$ cat config.mk
export PLATFORM = sky130hd
export DESIGN_NAME = sum_ctrl
export DESIGN_NICKNAME = d
export VERILOG_FILES = /design/src/rtl/sum_ctrl.sv
export SDC_FILE = /design/constraint.sdc
export NUM_CORES = 1
export LEC_CHECK = 0
export ABC_CLOCK_PERIOD_IN_PS = 1600
export CAP_MARGIN = 20
export CORE_UTILIZATION = 40
export CTS_CLUSTER_DIAMETER = 100
export DETAILED_ROUTE_END_ITERATION = 7
export GPL_TIMING_DRIVEN = 0
export PLACE_DENSITY = 0.73
export SYNTH_ARGS = -nofsm -noshare
export SYNTH_HDL_FRONTEND = slang
export SYNTH_SLANG_ARGS = --single-unit
$ cat constraint.sdc
create_clock -name clk -period 1.6 [get_ports clk]
set_input_delay 0.48 -clock clk [delete_from_list [all_inputs] [get_ports clk]]
set_output_delay 0.48 -clock clk [all_outputs]
set_load 0.03 [all_outputs]
$ cat src/rtl/sum_ctrl.sv
// Control FSM for the 1..100 accumulate datapath: load/enable strobes,
// result capture, valid/ready output, abort and run-length watchdog.
module sum_ctrl #(
    parameter int RESULT_W = 13,
    parameter int TIMEOUT  = 255,
    parameter int TO_W     = 8
) (
    input  logic                clk,
    input  logic                rst,
    input  logic                start,
    input  logic                abort,
    input  logic                dp_done,
    input  logic [RESULT_W-1:0] dp_result,
    output logic                dp_clr,
    output logic                ld_sum,
    output logic                ld_counter,
    output logic                en_sum,
    output logic                en_counter,
    output logic                busy,
    output logic                out_valid,
    input  logic                out_ready,
    output logic [RESULT_W-1:0] out_data,
    output logic                err
);

    typedef enum logic [2:0] {
        S_IDLE   = 3'd0,
        S_LOAD   = 3'd1,
        S_RUN    = 3'd2,
        S_SETTLE = 3'd3,
        S_HOLD   = 3'd4,
        S_ERROR  = 3'd5
    } state_t;

    localparam logic [TO_W-1:0] TO_LAST = TO_W'(TIMEOUT - 1);
    localparam logic [TO_W-1:0] TO_MAX  = '1;

    state_t              state_q, state_d;
    logic [TO_W-1:0]     cnt_q, cnt_d;
    logic [RESULT_W-1:0] data_q, data_d;

    always_ff @(posedge clk or posedge rst) begin
        if (rst) begin
            state_q <= S_IDLE;
            cnt_q   <= '0;
            data_q  <= '0;
        end else begin
            state_q <= state_d;
            cnt_q   <= cnt_d;
            data_q  <= data_d;
        end
    end

    always_comb begin
        state_d = state_q;
        cnt_d   = cnt_q;
        data_d  = data_q;
        if (abort) begin
            state_d = S_IDLE;
        end else begin
            unique case (state_q)
                S_IDLE: begin
                    if (start) state_d = S_LOAD;
                end
                S_LOAD: begin
                    cnt_d   = '0;
                    state_d = S_RUN;
                end
                S_RUN: begin
                    // saturate so a large TIMEOUT can never wrap the count
                    if (cnt_q != TO_MAX) cnt_d = cnt_q + 1'b1;
                    if (dp_done) state_d = S_SETTLE;
                    else if (cnt_q == TO_LAST) state_d = S_ERROR;
                end
                S_SETTLE: begin
                    data_d  = dp_result;
                    state_d = S_HOLD;
                end
                S_HOLD: begin
                    if (out_ready) state_d = S_IDLE;
                end
                S_ERROR: begin
                    if (start) state_d = S_LOAD;
                end
                default: state_d = S_IDLE;
            endcase
        end
    end

    assign dp_clr     = (state_q == S_LOAD);
    assign ld_sum     = (state_q == S_LOAD);
    assign ld_counter = (state_q == S_LOAD);
    assign en_sum     = (state_q == S_RUN);
    assign en_counter = (state_q == S_RUN);
    assign busy       = (state_q == S_LOAD) || (state_q == S_RUN) ||
                        (state_q == S_SETTLE) || (state_q == S_HOLD);
    assign out_valid  = (state_q == S_HOLD);
    assign err        = (state_q == S_ERROR);
    assign out_data   = data_q;

endmodule

Word level (Yosys, flattened, before mapping) --
Index checks and enable logic that the tools add are counted.
Cells by class: muxes and demuxes 8, bitwise logic cells 1, eq/ne operators 11, reduce and logical (&&, ||, !) cells 9, $add $sub $neg 1
Operators with widths (number):
- 8-bit case mux with 2 select lines | 1
- 3-bit 2-to-1 mux | 5
- 3-bit case mux with 5 select lines | 1
- 8-bit by 1-bit adder with 8-bit output, second input constant | 1
- 8-bit equality test, second input constant | 1
- 8-bit 2-to-1 mux | 1
- 8-bit != test, second input constant | 1
- 3-bit by 2-bit equality test with 1-bit output, second input constant | 2
- 3-bit equality test, second input constant | 2
- 3-bit AND reduction | 2
- 4-bit by 3-bit != test with 1-bit output, second input constant | 1
- 3-bit by 1-bit equality test with 1-bit output, second input constant | 1
- 3-bit zero test | 1
- 1-bit logical OR | 3
- 3-bit by 1-bit != test with 1-bit output, second input constant | 1
- 3-bit by 2-bit != test with 1-bit output, second input constant | 1
- 2-bit by 1-bit != test with 1-bit output, second input constant | 1
- 2-bit AND reduction | 1
- 2-bit nonzero test | 1
- 2-bit OR reduction | 1
- 1-bit NOT | 1
Storage, ports and cells: output and inout port bits 21, bits of input ports 19, word-level logic and storage cells 33, register bits after elaboration 24

Depth between registers and ports, before layout --
Gate-level depths: netlist (run 1).
depth after elaboration 5, mapped depth 7, gate-level depth less buffers 6

Worst setup path before layout (run 1) --
Ideal clock, no wire load.
kind reg-to-output, start register state_q[1], end output port ld_counter, data required time 1120 ps, arrival 1497 ps, slack -377 ps, cell stages (with the launch flop) 5, cell sequence dfrtp_1 > buf_4 > nor2b_1 > nor2b_1 > buf_4
On the way: longest elaborated chain between the ends 1
Ends and longest elaborated chain:
- start, declared | line 38 | state_t state_q, state_d;
- start signal, assigned | line 48 | state_q <= state_d;
- 3-bit by 1-bit equality test with 1-bit output
- end, declared | line 16 | output logic ld_counter,
Every way passes these cells.

Worst setup path in the final report (run 1) --
start register state_q[0], end output port en_sum
On the way: longest elaborated chain between the ends 1
Ends and longest elaborated chain:
- 3-bit by 2-bit equality test with 1-bit output | line 93 | assign en_sum = (state_q == S_RUN);
- end, declared | line 17 | output logic en_sum,
Every way passes these cells.

==> out/qor.txt, run 1 <==
CTS Sinks -> 24
syn nets -> 139
layout cells sized above 1 -> 52.41%
hold buffer count at cts -> 0
Clock Pin Slew Worst Setup and Hold Paths -> 0.14 ns
Tmin final -> 2.055 ns
total track usage -> 21.23%
Max IR drop VDD -> 0.0004247 V
vias in the first global route -> 1183
FP Rows -> 20
Avg WL per Cell -> 15.72 µm
Worst slew margin -> 38.08%
Worst Tran Pin Value -> 0.9278 ns
first-pass GRT wire length -> 5.375 mm
largest net degree at the start of global routing -> 25
area grow syn2layout -> 69.45%
die footprint -> 3456 µm²
Synth warnings -> 0
MaxCap Viol Count -> 0
Setup Viol. Count Final -> 26
antenna cell count -> 0
PwrDens -> 1051 nW/µm²
Design Area, Final -> 2186 µm²
Worst Path Max Fanout -> 3
number of buffers added on ports -> 39
Period Utilization, post-route -> 128.4%
Placer Congestion -> 0.8127
slack of the critical path -> -0.4551 ns
Mapped Area -> 1290 µm²
post-synthesis sequential area ratio -> 46.56%
DRT iter0 DRCs -> 36
status -> finished, violations left
die width -> 58.79 µm
cell count after synthesis -> 118
vias post-DR -> 1177
Reg-to-Reg Start -> state_q[0]
GRT Residual Overflow -> 0
Final HPWL DP -> 1.983 mm
CP arrival -> 1.58 ns
Worst Skew -> 0.007351 ns
Starting Density -> 42.25%
H-tree depth -> 1
count of different cell masters after synthesis -> 37
cell taking the most area after synthesis -> dfrtp_1
critical path class -> reg2out
CTS tree -> done
CTS Buffer Depth -> 2
static leakage power -> 1.024 nW
Mean Syn Cell Area -> 10.93 µm²
largest cells by area after synthesis -> dfrtp_1, mux2_2, buf_6, buf_4, o21ai_0
Clock Latency Late Sink -> 0.33 ns
critical path launch point -> state_q[0]
DP Cell Count -> 201
initial antenna violation count -> 0
Final #Nets -> 209
total power -> 2.298 mW
Routed Antenna Nets -> 0
Max Freq -> 0.4866 GHz
post-synth top area share -> 46.56%
vias per std cell -> 5.095
CTS Buf Count -> 3
RSZ-0062 raised after global routing -> yes
clock root cell -> clkbuf_4
violated checks -> setup timing
io pins -> 40
chip height -> 58.79 µm
DR pass1 iterations -> 4
element type at the critical path end -> output port
post-route insts no fill -> 231
Yosys reg bits -> 24
HP Class -> in2reg
crit start category -> flip-flop
placed cell area -> 1745 µm²
Hold Slack -> 0.4364 ns
pre-CTS setup slack -> -0.7000 ns
Critical Path RT -> 1.12 ns
DRC -> 0
Detailed Route WL -> 3.631 mm
Max Slew Vio Count -> 0
core area -> 3053 µm²
Hold Vio Cnt, Final -> 0
hold path start -> abort
==> stage by stage <==
step / setup TNS [ns] / util [%]
finish: -5.983 / 71.60
detailed placement: -17.23 / 57.17
global placement: -15.49 / 57.17
global route: -7.522 / 71.60
floorplan: -0.8935 / -
CTS: -5.753 / 66.97
==> repair_timing <==
| item | 4_1_cts | 5_1_grt |
|---|---|---|
| setup buffers | 20 | 11 |
| pin swaps | 9 | 12 |
| cloned | 1 | 0 |
| setup endpoints to repair | 41 | 42 |
| gates resized for setup | 102 | 39 |
==> where the power goes <==
part	total, mW	internal [mW]	switching, mW
clock	0.331	0.139	0.192
sequential	0.849	0.756	0.0930
combinational	1.12	0.521	0.597
==> cell usage after synthesis <==
library cell   n
mux2_2        13
xor2_2         1
or3b_2         1
buf_6          4
buf_4          5
or4_1          2
nor2b_1        2
xnor2_1        1
nand3_1        4
o21ai_0        7
a21oi_1        3
nand4b_1       1
nor2_2         1
dfrtp_1       24
inv_1          4
nor3b_1        1
or3b_1         1
ha_1           2
nand2_1        5
a31oi_1        1
nor3_4         1
o31ai_1        3
nand4_1        4
nor2_1         7
nor3_1         1
o21ai_2        1
o21ai_1        2
and2_1         2
or3_1          2
a21oi_2        2
and3_1         3
mux2i_1        1
o31ai_2        1
clkbuf_1       1
o41ai_1        2
and4_1         1
buf_2          1
==> registers in the layout, summed over array words and instances (netlist names) <==
| signal | flops |
|---|---|
| cnt_q | 8 |
| out_data | 13 |
| state_q | 3 |
==> final timing paths <==
| kind | slack [ns] | to | depth (start not counted) |
|---|---|---|---|
| worst min register to register | 0.52 | out_data[0] | 1 |
| max in group asynchronous | 0.39 | cnt_q[0] | 2 |
| worst max-delay path | -0.46 | en_sum | 5 |
| worst max register to register | -0.33 | cnt_q[7] | 8 |
| worst min-delay path | 0.44 | state_q[0] | 2 |
| min in group asynchronous | 0.65 | out_data[6] | 2 |
==> cell families (layout without fill, tap and decap cells) <==
kind of cell    count (synthesis)  in the layout  share of synthesized area [%]
xor+xnor                        2              2                          1.940
fa+ha+maj                       2              2                          1.940
flops                          24             24                          46.56
buf+inv                        15             84                          8.243
compound gates                 22             22                          11.25
mux                            14             14                          12.12
simple gates                   39             39                          17.94
==> layout by cell type (no fill, tap or decap), drive strengths merged, types with 3 or more instances in the layout <==
cell / n
clkdlybuf4s50: 17
dfrtp: 24
o31ai: 4
nand3: 4
clkbuf: 5
inv: 3
mux2: 13
nand2: 5
o21ai: 10
and3: 3
nor2: 8
clkdlybuf4s15: 10
a21oi: 5
nand4: 4
buf: 45
==> per-layer routing <==
metal | global-route usage, % | share of wire, % | vias up
met3 | 3.297 | 5.1 | 7
met1 | 26.82 | 43 | 576
met4 | 11.56 | 1.7 | 0
met5 | 0 | 0 | -
met2 | 34.90 | 51 | 37
li1 | - | - | 557
==> layout make-up <==
type,count,area [µm²]
Fill cell,227,867.1
Multi-Input combinational cell,79,729.5
Timing Repair Buffer,68,661.9
Sequential cell,24,600.6
Buffer,8,83.83
Tap cell,44,55.05
Clock buffer,4,36.28
Inverter,4,18.77
==> critical path: stages (launching register included) <==
cell	delay (ns)
dfrtp_1	0.43
buf_6	0.14
or3b_4	0.38
clkinvlp_4	0.09
buf_6	0.09
buf_6	0.11
(Power assumes the default switching activity.)
==> inputs of run 2 (changes only) <==
Settings changed: CORE_ASPECT_RATIO set to 2.
==> run 2 against run 1 <==
Effect of this change: the flow still finishes with violations (setup timing); clock power up 23%; sequential cell count unchanged; sequential power shrank 0.8%; final area down 10%; global-route usage is 2.1 points lower; sequential share of layout area up 3.1 points; worst hold slack improved by 0.066 ns; via count shrank 3.7%.
==> out/qor.txt, run 2 (synthesis gave the netlist of run 1 again) <==
DRT iter0 DRCs -> 39 (+8.3%)
Avg WL per Cell -> 15.67 µm (-0.29%)
Starting Density -> 42.82% (+0.56 points)
Layout fillers -> 235 (+3.5%)
Detailed Route WL -> 3.166 mm (-13%)
violated checks -> setup timing
first-pass GRT wire length -> 5.133 mm (-4.5%)
element type at the critical path end -> output port
total track usage -> 19.13% (-2.1 points)
Max Freq -> 0.5129 GHz (+5.4%)
critical path, cell by cell -> buf_6, or3b_4, clkinvlp_4, buf_6, buf_6
most common cell after layout, fill and taps aside -> dfrtp_1
clock root cell -> clkbuf_8
hold-critical path depth -> 1 (-1)
Reg-to-Reg Start -> state_q[0]
MaxCap Viol Count -> 0 (unchanged)
die footprint -> 3470 µm² (+0.39%)
CTS Sinks -> 24 (unchanged)
initial antenna violation count -> 0 (unchanged)
CP max stage delay -> 0.40 ns (-0.03 ns)
CTS Buf Count -> 3 (unchanged)
Final HPWL DP -> 2.118 mm (+6.8%)
Crit Reg-Reg Endpoint -> cnt_q[5]
Worst Skew -> 0.002964 ns (-0.004388 ns)
vias post-DR -> 1134 (-3.7%)
Final #Nets -> 194 (-7.2%)
DR pass1 iterations -> 4 (unchanged)
RSZ-0062 raised after global routing -> yes
FP Rows -> 28 (+40%)
Worst Path Max Fanout -> 2 (-1)
Tmin final -> 1.950 ns (-0.1053 ns)
Max IR drop VDD -> 0.0005611 V (+32%)
hold path start -> out_data[8]
largest net degree at the start of global routing -> 25 (unchanged)
Max Slew Vio Count -> 0 (unchanged)
DP Cell Count -> 187 (-7.0%)
critical path class -> reg2out
status -> finished, violations left
Worst slew margin -> 40.56% (+2.5 points)
chip height -> 82.31 µm (+40%)
HP Class -> reg2reg
H-tree depth -> 1 (unchanged)
Period Utilization, post-route -> 121.9% (-6.6 points)
Slowest-stage cell, CP -> dfrtp_1
Critical Path RT -> 1.12 ns (about the same)
Setup Viol. Count Final -> 16 (-38%)
most frequent cells in the layout -> dfrtp_1, buf_6, clkdlybuf4s50_1, dlygate4sd2_1, mux2_2
total power -> 2.217 mW (-3.5%)
die width -> 42.16 µm (-28%)
static leakage power -> 0.9286 nW (-9.3%)
max reg flops -> 13 (unchanged)
crit start category -> flip-flop
Crit path top cell by count -> buf_6
CTS tree -> done
slack of the critical path -> -0.3498 ns (+0.1053 ns)
vias in the first global route -> 1181 (-0.17%)
Placer Congestion -> 0.8920 (+9.8%)
worst r2r path cells -> 8 (unchanged)
Worst Hold End -> out_data[8]
post-route insts no fill -> 202 (-13%)
PwrDens -> 1129 nW/µm² (+7.4%)
GRT Residual Overflow -> 0 (unchanged)
Setup TNS -> -3.727 ns (+2.256 ns)
io pins -> 40 (unchanged)
layout cells sized above 1 -> 40.12% (-12 points)
area grow syn2layout -> 52.18%
Worst Tran Pin Value -> 0.8906 ns (-0.03716 ns)
DRC -> 0 (unchanged)
Reg2Reg Setup Slack -> -0.22 ns (+0.11 ns)
Design Area, Final -> 1963 µm² (-10%)
vias per std cell -> 5.614 (+10%)
Hold Vio Cnt, Final -> 0 (unchanged)
number of buffers added on ports -> 39 (unchanged)
CP arrival -> 1.47 ns (-0.11 ns)
antenna cell count -> 0 (unchanged)
placed cell area -> 1728 µm² (-1.0%)
CTS Buffer Depth -> 2 (unchanged)
Clock Latency Late Sink -> 0.26 ns (-0.07 ns)
Routed Antenna Nets -> 0 (unchanged)
pre-CTS setup slack -> -0.7132 ns (-0.01316 ns)
Clock Pin Slew Worst Setup and Hold Paths -> 0.08 ns (-0.06 ns)
core area -> 3013 µm² (-1.3%)
run 2: what timing repair did:
item                                    in CTS  in global routing
setup buffers                                8                  5
endpoints found under the setup margin      42                 27
gates resized for setup                     89                 10
pin swaps                                    4                  9
gates cloned                                 1                  0
hold buffers                                 0                  0
run 2: power by group:
part	switching [mW]	internal, mW	leakage [nW]
registers	0.0847	0.757	0.319
clock network	0.187	0.219	0.0288
logic	0.549	0.419	0.581
total	0.821	1.40	0.929
run 2: stage by stage:
stage	util, %	hold WS [ns]
floorplan	-	0.4946
global placement	57.35	0.4872
detailed placement	57.35	0.4963
CTS	62.87	0.5100
global route	65.16	0.5278
finish	65.16	0.5028
run 2: final cells by class:
type	instances	area, µm²	share of cell area (%)
Timing Repair Buffer	52	485.5	24.73
Buffer	9	95.09	4.844
Clock buffer	4	55.05	2.804
Inverter	4	18.77	0.9560
Tap cell	30	37.54	1.912
Multi-Input combinational cell	79	670.6	34.16
Sequential cell	24	600.6	30.59
run 2: worst max path at each step:
stage / to / cells after the start / startpoint
floorplan: ld_counter / 4 / state_q[1]
global placement: en_sum / 6 / state_q[2]
detailed placement: en_sum / 6 / state_q[0]
CTS: en_sum / 5 / state_q[0]
global route: en_sum / 5 / state_q[0]
finish: en_sum / 5 / state_q[0]
run 2: worst max-delay path: cells and delay by family (launching register included):
kind | cells | cell delay (ns)
buffers and inverters | 4 | 0.41
flip-flops | 1 | 0.40
AND/OR/NAND/NOR | 1 | 0.40
run 2: layer usage:
layer	wire length (µm)	GRT usage (%)
met5	0	0
met4	68	9.063
met3	158	1.739
met2	1858	39.53
met1	1080	18.18
==> inputs of run 3 (changes only) <==
Settings changed: ABC_AREA set to 0, CORE_MARGIN set to 2.
==> run 3 against run 2 <==
Effect of this change: the run still ends with setup timing left; largest cell class unchanged; utilization fell by 0.16 points; sequential share of layout area is 0.98 points lower; worst hold slack improved by 0.0012 ns; clock power decreased by 2%; via count is 1.7% lower; sequential cell count is the same.
==> out/qor.txt, run 3 (synthesis gave the netlist of run 1 again) <==
Multi-input gate area -> 698.2 µm² (+4.1%)
FF+latch area -> 600.6 µm² (unchanged)
RSZ-0062 raised after global routing -> yes
Avg WL per Cell -> 15.30 µm (-2.4%)
Layout fillers -> 243 (+3.4%)
GRT Residual Overflow -> 0 (unchanged)
Crit path top cell by count -> buf_6
status -> finished, violations left
Clock Pin Slew Worst Setup and Hold Paths -> 0.08 ns (about the same)
critical path class -> reg2out
chip height -> 84.31 µm (+2.4%)
DR pass1 iterations -> 4 (unchanged)
Post-Route Utilization -> 65.00% (-0.16 points)
crit start category -> flip-flop
initial antenna violation count -> 0 (unchanged)
Max IR drop VDD -> 0.0007960 V (+42%)
Routed Antenna Nets -> 0 (unchanged)
Worst Tran Pin Value -> 0.9092 ns (+0.01851 ns)
io pins -> 40 (unchanged)
Hold Slack -> 0.5040 ns (+0.001185 ns)
CP arrival -> 1.50 ns (+0.03 ns)
Slowest-stage cell, CP -> or3b_4
met3 Track Usage GR -> 3.226% (+1.5 points)
number of buffers added on ports -> 39 (unchanged)
PwrDens -> 1108 nW/µm² (-1.9%)
violated checks -> setup timing
vias post-DR -> 1115 (-1.7%)
element type at the critical path end -> output port
layout cells sized above 1 -> 43.10% (+3.0 points)
Period Utilization, post-route -> 124.0% (+2.1 points)
met1 usage -> 17.52% (-0.66 points)
total power -> 2.247 mW (+1.4%)
MaxCap Viol Count -> 0 (unchanged)
HP Class -> reg2reg
global routing's busiest layer -> met2
die footprint -> 3723 µm² (+7.3%)
Max Slew Vio Count -> 0 (unchanged)
largest net degree at the start of global routing -> 25 (unchanged)
CTS Sinks -> 24 (unchanged)
DRT iter0 DRCs -> 19 (-51%)
Clock Latency Late Sink -> 0.26 ns (about the same)
total track usage -> 17.58% (-1.5 points)
CTS Buffer Depth -> 2 (unchanged)
Starting Density -> 41.34% (-1.5 points)
clock root cell -> clkbuf_8
CTS tree -> done
Worst slew margin -> 39.32% (-1.2 points)
CP bufs+invs -> 4 (unchanged)
hold buffer count at cts -> 0 (unchanged)
Detailed Route WL -> 3.137 mm (-0.92%)
core area -> 3120 µm² (+3.6%)
slack of the critical path -> -0.3835 ns (-0.03373 ns)
Critical Path RT -> 1.12 ns (about the same)
vias in the first global route -> 1162 (-1.6%)
antenna cell count -> 0 (unchanged)
most common cell after layout, fill and taps aside -> dfrtp_1
GRT met2 Usage -> 32.89% (-6.6 points)
max reg flops -> 13 (unchanged)
Worst Path Max Fanout -> 5 (+3)
first-pass GRT wire length -> 4.961 mm (-3.4%)
Setup Viol. Count Final -> 27 (+11)
Worst Skew -> 0.003691 ns (+0.0007279 ns)
Setup TNS -> -5.133 ns (-1.406 ns)
area grow syn2layout -> 57.23%
static leakage power -> 0.9504 nW (+2.3%)
most frequent cells in the layout -> dfrtp_1, buf_6, clkdlybuf4s50_1, mux2_2, dlygate4sd2_1
critical path, cell by cell -> buf_6, or3b_4, clkinvlp_4, buf_6, buf_6
Tmin final -> 1.984 ns (+0.03373 ns)
critical path's top delay family -> buffers and inverters
vias per std cell -> 5.439 (-3.1%)
Final #Nets -> 196 (+1.0%)
die width -> 44.16 µm (+4.7%)
CTS Buf Count -> 3 (unchanged)
Hold Vio Cnt, Final -> 0 (unchanged)
CP max stage delay -> 0.41 ns (about the same)
Max Freq -> 0.5041 GHz (-1.7%)
Placer Congestion -> 0.8759 (-1.8%)
FP Rows -> 29 (+3.6%)
DRC -> 0 (unchanged)
H-tree depth -> 1 (unchanged)
Final HPWL DP -> 2.182 mm (+3.0%)
-- run 3: where the power goes --
part           switching (mW)  total, mW  internal [mW]
clock network           0.180      0.399          0.219
logic                   0.567       1.01          0.441
registers              0.0830      0.840          0.757
-- run 3: repair_timing --
action	4_1_cts	5_1_grt
resized for setup	101	11
endpoints found under the setup margin	42	32
setup buffers	12	4
pin swaps	16	9
gates cloned	1	0
-- run 3: worst register-to-register path, cell delays in order (launching register included) --
cell     delay, ns
dfrtp_1       0.40
buf_6         0.13
or3b_4        0.41
buf_4         0.15
buf_6         0.10
buf_6         0.11
nor3_4        0.20
buf_6         0.16
or3_1         0.10
a21oi_1       0.06
-- run 3: metrics by stage --
| step | cells | worst slack [ns] | instance area, µm² |
|---|---|---|---|
| 6_report | 205 | -0.3835 | 2028 |
| 5_1_grt | 205 | -0.4257 | 2028 |
| 4_1_cts | 203 | -0.4150 | 1977 |
| 3_5_place_dp | 188 | -0.7056 | 1729 |
| 3_3_place_gp | 188 | -0.6951 | 1729 |
| 2_1_floorplan | 118 | -0.1720 | 1300 |
-- run 3: routing by layer --
metal | part of all wire, % | up-vias
met3 | 3.5 | 4
met1 | 35 | 543
met2 | 60 | 30
li1 | - | 538
met4 | 1.9 | 0
met5 | 0 | -
-- run 3: layout make-up --
type                            instances  share of cell area [%]
Multi-Input combinational cell         79                   34.42
Tap cell                               31                   1.912
Inverter                                4                  0.9254
Buffer                                  8                   4.133
Clock buffer                            4                   2.714
Timing Repair Buffer                   55                   26.28
Sequential cell                        24                   29.61
-- run 3: worst paths after layout --
path,from,to,slack [ns],cells past startpoint
hold reg to reg,out_data[7],out_data[7],0.50,1
hold / removal,out_data[7],out_data[7],0.50,1
setup reg to reg,state_q[0],cnt_q[7],-0.34,9
max in group asynchronous,rst,cnt_q[2],0.32,2
setup / recovery,state_q[0],en_sum,-0.38,5
min in group asynchronous,rst,out_data[5],0.72,2
